`src/rtl/hazard_pkg.sv`:
```
// Shared constants and mode type for the hazard-light front end and state machine.
package hazard_pkg;

  localparam int HAZ_CLK_HZ    = 50_000_000;
  localparam int HAZ_STEP_HZ   = 1;
  localparam int HAZ_DB_MS     = 10;

  localparam int HAZ_DIV       = HAZ_CLK_HZ / HAZ_STEP_HZ;
  localparam int HAZ_DB_CYCLES = (HAZ_CLK_HZ / 1000) * HAZ_DB_MS;

  typedef logic [1:0] sw_mode_t;

endpackage

```
`src/rtl/hazard_input_conditioner_debounce_bit.sv`:
```
// One switch bit: 2-flop synchronizer followed by a stability-count debouncer.
// The counter exists only when HAZARD_DEBOUNCE_EN is defined; otherwise sync2 is registered directly.
module debounce_bit
  import hazard_pkg::*;
#(
  parameter int DB_CYCLES = HAZ_DB_CYCLES
) (
  input  logic clk,
  input  logic reset,
  input  logic i_raw,
  output logic o_clean,
  output logic o_upd
);

  if (DB_CYCLES < 1) begin : g_db_chk
    $error("debounce_bit: DB_CYCLES must be >= 1");
  end

  logic r_sync1;
  logic r_sync2;
  logic r_clean;

  always_ff @(posedge clk or negedge reset) begin
    if (!reset) begin
      r_sync1 <= 1'b0;
      r_sync2 <= 1'b0;
    end else begin
      r_sync1 <= i_raw;
      r_sync2 <= r_sync1;
    end
  end

`ifdef HAZARD_DEBOUNCE_EN
  localparam int CNT_W = $clog2(DB_CYCLES + 1);

  logic [CNT_W-1:0] r_cnt;
  logic             w_hit;

  // The DB_CYCLES-th consecutive differing cycle commits the new value.
  assign w_hit = (r_sync2 != r_clean) && (r_cnt == CNT_W'(DB_CYCLES - 1));

  always_ff @(posedge clk or negedge reset) begin
    if (!reset) begin
      r_cnt   <= '0;
      r_clean <= 1'b0;
    end else if (r_sync2 == r_clean) begin
      r_cnt   <= '0;
    end else if (w_hit) begin
      r_cnt   <= '0;
      r_clean <= r_sync2;
    end else begin
      r_cnt   <= r_cnt + CNT_W'(1);
    end
  end

  assign o_upd = w_hit;
`else
  always_ff @(posedge clk or negedge reset) begin
    if (!reset) begin
      r_clean <= 1'b0;
    end else begin
      r_clean <= r_sync2;
    end
  end

  assign o_upd = (r_sync2 != r_clean);
`endif

  assign o_clean = r_clean;

endmodule

```
`src/rtl/hazard_input_conditioner.sv`:
```
// Conditions the two raw hazard switches and generates the pattern step enable.
// Debouncing is compiled in only when HAZARD_DEBOUNCE_EN is defined.
module hazard_input_conditioner
  import hazard_pkg::*;
#(
  parameter int DIV       = HAZ_DIV,
  parameter int DB_CYCLES = HAZ_DB_CYCLES
) (
  input  logic       clk,
  input  logic       reset,
  input  logic [1:0] sw_raw,
  output logic [1:0] sw_clean,
  output logic       sw_change,
  output logic       step
);

  localparam int CNT_W = $clog2(DIV);

  if (DIV < 2) begin : g_div_chk
    $error("hazard_input_conditioner: DIV must be >= 2");
  end

  sw_mode_t         w_clean;
  logic [1:0]       w_upd;
  logic             w_any_upd;
  logic             w_terminal;
  logic [CNT_W-1:0] r_div_cnt;
  logic             r_change;
  logic             r_step;

  for (genvar i = 0; i < 2; i++) begin : g_bit
    debounce_bit #(
      .DB_CYCLES (DB_CYCLES)
    ) u_db (
      .clk     (clk),
      .reset   (reset),
      .i_raw   (sw_raw[i]),
      .o_clean (w_clean[i]),
      .o_upd   (w_upd[i])
    );
  end

  assign w_any_upd  = |w_upd;
  assign w_terminal = (r_div_cnt == CNT_W'(DIV - 1));

  // A mode update restarts the period, but a coincident terminal count still emits its step.
  always_ff @(posedge clk or negedge reset) begin
    if (!reset) begin
      r_div_cnt <= '0;
      r_change  <= 1'b0;
      r_step    <= 1'b0;
    end else begin
      r_change  <= w_any_upd;
      r_step    <= w_terminal;
      r_div_cnt <= (w_terminal || w_any_upd) ? '0 : r_div_cnt + CNT_W'(1);
    end
  end

  assign sw_clean  = w_clean;
  assign sw_change = r_change;
  assign step      = r_step;

endmodule

```
`config.mk`:
```
export PLATFORM = sky130hd
export DESIGN_NAME = hazard_input_conditioner
export DESIGN_NICKNAME = d
export VERILOG_FILES = /design/src/rtl/hazard_pkg.sv /design/src/rtl/hazard_input_conditioner_debounce_bit.sv /design/src/rtl/hazard_input_conditioner.sv
export SDC_FILE = /design/constraint.sdc
export NUM_CORES = 1
export LEC_CHECK = 0
export BUFFER_PORTS_ARGS = -buffer_cell sky130_fd_sc_hd__buf_2
export CORE_UTILIZATION = 52
export CTS_CLUSTER_DIAMETER = 200
export DETAILED_ROUTE_END_ITERATION = 10
export HOLD_SLACK_MARGIN = 0.02
export PLACE_DENSITY = 0.69
export SETUP_SLACK_MARGIN = 0.02
export SLEW_MARGIN = 40
export SYNTH_ARGS = -nofsm -noshare
export SYNTH_HDL_FRONTEND = slang
export SYNTH_SLANG_ARGS = --single-unit
```
`constraint.sdc`:
```
create_clock -name clk -period 4.6 [get_ports clk]
set_input_delay 0.23 -clock clk [delete_from_list [all_inputs] [get_ports clk]]
set_output_delay 0.23 -clock clk [all_outputs]
set_load 0.005 [all_outputs]
```
==> results of run 1 <==
==> cells by family after synthesis <==
group           count (synthesis)  share of synthesized area
fa+ha+maj                       2                     0.0156
buf+inv                        10                     0.0383
xor+xnor                       17                     0.0930
flops                          34                      0.531
compound gates                 19                     0.0695
simple gates                   72                      0.252
==> layer usage <==
metal | GRT usage | vias to the layer above
met4 | 0.108 | 0
met2 | 0.327 | 15
met3 | 0.0476 | 8
li1 | - | 577
met5 | 0 | -
met1 | 0.260 | 554
==> worst max-delay path: cells and delay by family (launching register included) <==
| family | cells | cell delay, ns |
|---|---|---|
| compound gates | 1 | 0.52 |
| flops | 1 | 0.42 |
| simple gates | 3 | 1.21 |
==> power breakdown <==
part | internal (mW) | switching [mW]
sequential | 0.304 | 0.00399
combinational | 0.00831 | 0.0156
clock | 0.0734 | 0.101
==> cells in the final DEF (no fill, tap or decap), types with 6 or more instances in the layout <==
cell,instances
a21oi_1,9
xnor2_1,9
nor2_1,20
dfrtp_1,34
or4_1,6
buf_2,6
or3_1,8
xor2_1,8
nand3_1,11
o21ai_0,8
nand2_1,6
==> registers in the layout, indices dropped and copies added (netlist names) <==
signal	flops
g_bit.u_db.o_clean	2
step	1
sw_change	1
r_div_cnt	26
g_bit.u_db.r_sync1	2
g_bit.u_db.r_sync2	2
==> timing repair <==
action                     4_1_cts  5_1_grt
hold endpoints to repair        36        0
hold buffers                     3        0
setup endpoints to repair        0        0
==> synth_stat cells (2+ instances only) <==
cell type  number
o21ai_0         8
or3_1           8
nand2_1         6
and3_1          3
xnor2_1         9
and2_1          2
nand3_1        11
a21oi_1         9
or4_1           6
nor4_1          2
buf_6           2
nand4_1         5
inv_1           5
nor2_1         20
xor2_1          8
and4_1          3
buf_4           2
dfrtp_1        34
ha_1            2
==> final timing paths <==
| path | endpoint | startpoint | cells past startpoint |
|---|---|---|---|
| worst max-delay path | r_div_cnt[10] | r_div_cnt[10] | 4 |
| worst min-delay path | g_bit[1].u_db.r_sync2 | g_bit[1].u_db.r_sync1 | 0 |
| worst max register to register | r_div_cnt[10] | r_div_cnt[10] | 4 |
| worst min register to register | g_bit[1].u_db.r_sync2 | g_bit[1].u_db.r_sync1 | 0 |
| max in group asynchronous | r_div_cnt[15] | reset | 2 |
| min in group asynchronous | r_div_cnt[19] | reset | 2 |
==> per-stage QoR <==
stage | power (mW) | util
global route | 0.527 | 0.611
global placement | 0.335 | 0.577
detailed placement | 0.336 | 0.577
CTS | 0.516 | 0.610
floorplan | 0.329 | -
finish | 0.506 | 0.611
==> area by class of cell <==
cell class / instances / area (um2) / share of cell area
sequential: 34 / 851 / 0.492
multi-input combinational: 110 / 689 / 0.399
timing repair buffer: 10 / 67.6 / 0.0391
clock buffer: 6 / 51.3 / 0.0297
tap: 31 / 38.8 / 0.0224
inverter: 5 / 18.8 / 0.0109
clock inverter: 2 / 12.5 / 0.00724
==> metrics.md, run 1 <==
| Metric | Value |
|---|---|
| Yosys cell types | `28` |
| Synth Register Bits | `34` |
| Status | `completed` |
| Leak | `around 0.7 nW` |
| Area growth, synth to finish | `7.97%` |
| Number of max-cap violations | `0` |
| CP startpoint kind | `flip-flop` |
| CTS buffer count | `5` |
| Mean area per synthesized cell | `approximately 10 um2` |
| Detailed Place HPWL | `1990 um` |
| Dpl cell area | `1630 um2` |
| CTS Sinks | `34` |
| Max clock buf depth | `2` |
| Metal-1 WL | `1350 um` |
| Pwr dens | `between 200 and 300 nW/um2` |
| Syn nets | `160` |
| Die area | `3310 um2` |
| H-tree depth | `2` |
| Die span in y | `~57 um` |
| Setup Fix Bufs, Post-CTS | `0` |
| Max transition margin | `0.600` |
| Unrepaired setup endpoints after global routing | `false` |
| CP max stage delay | `around 0.56 ns` |
| Number of global-route vias before repair | `1157` |
| # diodes | `0` |
| Io pins | `8` |
| Worst-path cell chain | `or4_1 -> or4_4 -> o21bai_4 -> nor2_1` |
| Number of buffers inserted by port buffering | `7` |
| RD Place Congestion | `0.741` |
| Pre-CTS WS | `2.30 ns` |
| Grt total ovfl | `0` |
| Fillers | `253` |
| Period utilisation layout | `0.497` |
| Share of the synthesized area in the top cell type | `0.531` |
| Max rail drop VDD | `0.000219 V` |
| Wire length per cell | `14.4 um` |
| WL met2 | `about 1400 um` |
| First-pass GRT wire length | `5040 um` |
| CTS root buf | `clkbuf_4` |
| Antenna Nets Post-Route | `0` |
| Core area | `2830 um2` |
| Slew Limit Fails | `0` |
| Cell area after layout | `~1700 um2` |
| Area leader, netlist | `dfrtp_1` |
| Die Wd | `57.5 um` |
| Total GRT Usage | `0.205` |
| Reg2reg setup slack | `between 2 and 2.5 ns` |
| Vias per inst | `5.83` |
| Slew @ Worst Pin | `0.598 ns` |
| Crit path capture type | `flip-flop` |
| DRC viols | `0` |
| Via Count | `1154` |
| Clk_lat worst skew | `0.34 ns` |
| Initial DRC count | `41` |
| WP data arrival | `2.49 ns` |
| Number of flops mapped to enable cells by yosys | `0` |
| Rows | `19` |
| Yosys warns | `0` |
| Initial Util | `0.566` |
| Fin. Hold Viols | `0` |
| Worst hold path type | `flip-flop to flip-flop` |
| Top Layer Used | `met4` |
| Final setup vio count | `0` |
| Final cell count without fillers | `198` |
| Final WS setup | `2.31 ns` |
| Hold slack | `between 0.3 and 0.4 ns` |
| DR pass1 iterations | `4` |
| Layout cells sized above 1 | `0.114` |
| Required @ worst endpoint | `4.80 ns` |
| Tmin final | `2.29 ns` |
| Clk_skew | `0.00748 ns` |
| Largest net degree at the start of global routing | `35` |
| Reg clk slew, reported paths | `0.10 ns` |
| Antenna violations before repair | `0` |
| Main synth FF type | `dfrtp_1` |
| Final net count | `172` |
| Gate Count Post-Synth | `154` |
| Placed cell count | `187` |
| Peak Freq | `437 MHz` |
| Post-Route WL | `2850 um` |
| CP Class | `flip-flop to flip-flop` |
| Async SR Flop Fraction | `1.00` |
| Post_cts resized | `0` |
| Critical path peak fanout | `26` |
| Synth top area cells | `dfrtp_1, xnor2_1, nor2_1` |
| Post-Syn Area | `1600 um2` |
| Register area share after synthesis | `0.531` |
| Crit-path slowest cell | `or4_4` |
| Setup_tns | `0 ns` |
| CTS tree | `yes` |
| Met3 WL | `65 um` |
Power figures use the tool's default switching activity.
==> run 2: changes to the inputs <==
--- a/config.mk
+++ b/config.mk
@@ -5,12 +5,13 @@
 export SDC_FILE = /design/constraint.sdc
 export NUM_CORES = 1
 export LEC_CHECK = 0
+export ABC_AREA = 1
 export BUFFER_PORTS_ARGS = -buffer_cell sky130_fd_sc_hd__buf_2
 export CORE_UTILIZATION = 52
 export CTS_CLUSTER_DIAMETER = 200
 export DETAILED_ROUTE_END_ITERATION = 10
 export HOLD_SLACK_MARGIN = 0.02
-export PLACE_DENSITY = 0.69
+export PLACE_DENSITY = 0.72
 export SETUP_SLACK_MARGIN = 0.02
 export SLEW_MARGIN = 40
 export SYNTH_ARGS = -nofsm -noshare
==> constraint.sdc (replaced) <==
create_clock -name clk -period 1.9 [get_ports clk]
set_input_delay 0.095 -clock clk [delete_from_list [all_inputs] [get_ports clk]]
set_output_delay 0.095 -clock clk [all_outputs]
set_load 0.005 [all_outputs]
==> metrics.md, run 2 <==
| Metric | Value |
|---|---|
| Initial Util | `0.551` |
| R2R cell count | `7` |
| Most common cell in the netlist | `nand2_1` |
| # diodes | `0` |
| Number of max-cap violations | `0` |
| Reg clk slew, reported paths | `0.11 ns` |
| Max rail drop VDD | `about 0.00037 V` |
| Die span in y | `61.7 um` |
| Io pins | `8` |
| Clk_skew | `approximately 0.0074 ns` |
| CTS Sinks | `34` |
| Setup_tns | `0 ns` |
| First-pass GRT wire length | `6050 um` |
| Crit-path slowest cell | `dfrtp_1` |
| Crit. path cell count | `7` |
| Via Count | `about 1500` |
| Fin. Hold Viols | `0` |
| Met3 WL | `158 um` |
| Post_cts resized | `0` |
| Final cell count without fillers | `309` |
| Number of buffers inserted by port buffering | `7` |
| RR Startpoint | `r_div_cnt[16]` |
| Max clock buf depth | `2` |
| Detailed Place HPWL | `2520 um` |
| Synth Register Bits | `34` |
| CTS tree | `yes` |
| Async SR Flop Fraction | `1.00` |
| Slew @ Worst Pin | `0.328 ns` |
| Die area | `3800 um2` |
| WP data arrival | `1.77 ns` |
| Tmin final | `about 1.5 ns` |
| Commonest non-fill, non-tap cell in the layout | `nand2_1` |
| Most used cell, CP | `nor2_1` |
| Cell area after layout | `2060 um2` |
| Share of the synthesized area in the top cell type | `0.459` |
| Core area | `3360 um2` |
| Area leader, netlist | `dfrtp_1` |
| Worst hold path type | `primary input to asynchronous set/reset pin` |
| WL met2 | `1550 um` |
| CP max stage delay | `roughly 0.44 ns` |
| Vias per inst | `4.87` |
| CTS root buf | `clkbuf_4` |
| Reg2Reg Capture Point | `r_div_cnt[24]` |
| CP delay by family, top | `simple AND/OR/NAND/NOR gates` |
| Final net count | `268` |
| Clk_lat worst skew | `around 0.35 ns` |
| Max FFs per register | `26` |
| Yosys cell types | `20` |
| H-tree depth | `2` |
| Max transition margin | `0.781` |
| Critical path peak fanout | `17` |
| Unrepaired setup endpoints after global routing | `false` |
| Syn nets | `~250` |
| Placed cell count | `slightly below 300` |
| Total GRT Usage | `0.225` |
| Required @ worst endpoint | `2.14 ns` |
| Antenna violations before repair | `0` |
| CP Class | `flip-flop to flip-flop` |
| Grt total ovfl | `0` |
| Antenna Nets Post-Route | `0` |
| Register area share after synthesis | `0.459` |
| Die Wd | `61.7 um` |
| Period utilisation layout | `0.803` |
| Final setup vio count | `0` |
| Top Layer Used | `met4` |
| Rows | `21` |
| Wire length per cell | `11.5 um` |
| Post-Syn Area | `1850 um2` |
| Number of global-route vias before repair | `roughly 1400` |
| Yosys warns | `0` |
| Worst-path cell chain | `inv_1 -> nand2_1 -> nor2_1 -> nand3_2 -> o21bai_4 -> buf_4 -> nor2_1` |
| Post-Route WL | `about 3500 um` |
| Power Total | `1.36 mW` |
| CTS buffer count | `5` |
| Synth top area cells | `dfrtp_1, nand2_1, nor2_1` |
| Main synth FF type | `dfrtp_1` |
| Metal-1 WL | `about 1800 um` |
| Mean area per synthesized cell | `approximately 7.5 um2` |
| Layout cells sized above 1 | `0.125` |
| Reg2reg setup slack | `~0.37 ns` |
| Peak Freq | `~660 MHz` |
| Pwr dens | `660 nW/um2` |
| Leak | `0.868 nW` |
| Crit path capture type | `flip-flop` |
| RD Place Congestion | `0.816` |
| CP startpoint kind | `flip-flop` |
| Initial DRC count | `59` |
| Status | `completed` |
| Number of flops mapped to enable cells by yosys | `0` |
| Dpl cell area | `1920 um2` |
| Commonest non-fill, non-tap cells in the layout | `nand2_1, nor2_1, dfrtp_1` |
| Area growth, synth to finish | `11.4%` |
| DR pass1 iterations | `4` |
| Final Util | `0.613` |
| Worst Path Buf+Inv | `2` |
| Reg with most FFs | `r_div_cnt` |
| Synth cell count leaders | `nand2_1, nor2_1, dfrtp_1` |
| Slew Limit Fails | `0` |
| Gate Count Post-Synth | `around 250` |
| Fillers | `315` |
| Largest net degree at the start of global routing | `35` |
| DRC viols | `0` |
==> run 2: cell count changes after synthesis, moves of 5 or more <==
| cell | delta |
|---|---|
| nand3_1 | +5 |
| inv_1 | +17 |
| nand2_1 | +65 |
| o21ai_0 | -8 |
| a21oi_1 | -9 |
| or4_1 | -6 |
| or3_1 | -8 |
| nor2_2 | +9 |
| nor2_1 | +39 |
==> run 2: cell type report <==
| type | instances | area [um2] | area share |
|---|---|---|---|
| multi-input combinational | 185 | 877 | 0.425 |
| tap | 46 | 57.6 | 0.0279 |
| timing repair buffer | 13 | 108 | 0.0522 |
| clock inverter | 3 | 45.0 | 0.0218 |
| clock buffer | 5 | 37.5 | 0.0182 |
| inverter | 23 | 86.3 | 0.0419 |
| sequential | 34 | 851 | 0.413 |
==> run 2: worst register-to-register path, cell delays in order (launching register included) <==
cell and delay, ns:
dfrtp_1 0.44, inv_1 0.10, nand2_1 0.06, nor2_1 0.18, nand3_2 0.14, o21bai_4 0.16, buf_4 0.24, nor2_1 0.08
==> run 2: how the worst max path moves through the flow <==
stage / startpoint / end / slack [ns]
final: r_div_cnt[16] / r_div_cnt[24] / 0.37
after global routing: r_div_cnt[0] / r_div_cnt[19] / 0.23
after CTS: r_div_cnt[0] / r_div_cnt[24] / 0.37
after detailed placement: r_div_cnt[0] / r_div_cnt[24] / 0.39
after global placement: r_div_cnt[0] / r_div_cnt[24] / 0.43
after floorplan: r_div_cnt[0] / r_div_cnt[2] / 0.56
==> run 2: power breakdown <==
part / internal (mW) / switching, mW / total (mW)
Combinational: 0.0310 / 0.0429 / 0.0739
Clock: 0.276 / 0.267 / 0.543
Sequential: 0.736 / 0.00828 / 0.744
==> run 2: what timing repair did <==
action,in CTS,in global routing
buffers inserted,0,0
endpoints found under the hold margin,36,0
endpoints found under the setup margin,0,0
hold buffers,3,0
==> run 2: metrics by stage <==
stage / setup slack [ns] / hold slack (ns)
after floorplan: 0.561 / -0.201
after global placement: 0.432 / 0.201
after detailed placement: 0.389 / 0.205
after CTS: 0.367 / 0.348
after global routing: 0.233 / 0.185
final: 0.374 / 0.159
==> run 2: per-layer routing <==
layer | up-vias | GRT usage
met5 | - | 0
li1 | 778 | -
met1 | 690 | 0.306
met3 | 7 | 0.0756
met4 | 0 | 0.0889
met2 | 29 | 0.330
==> run 2: kinds of logic (layout without fill, tap and decap cells) <==
group                    Yosys count  after routing  share of synthesized area
AO/OA/AOI/OAI                      2              2                     0.0142
XOR/XNOR                          15             15                     0.0709
adder cells (fa/ha/maj)            2              2                     0.0135
buffers and inverters             27             44                     0.0669
flip-flops                        34             34                      0.459
AND/OR/NAND/NOR                  166            166                      0.375
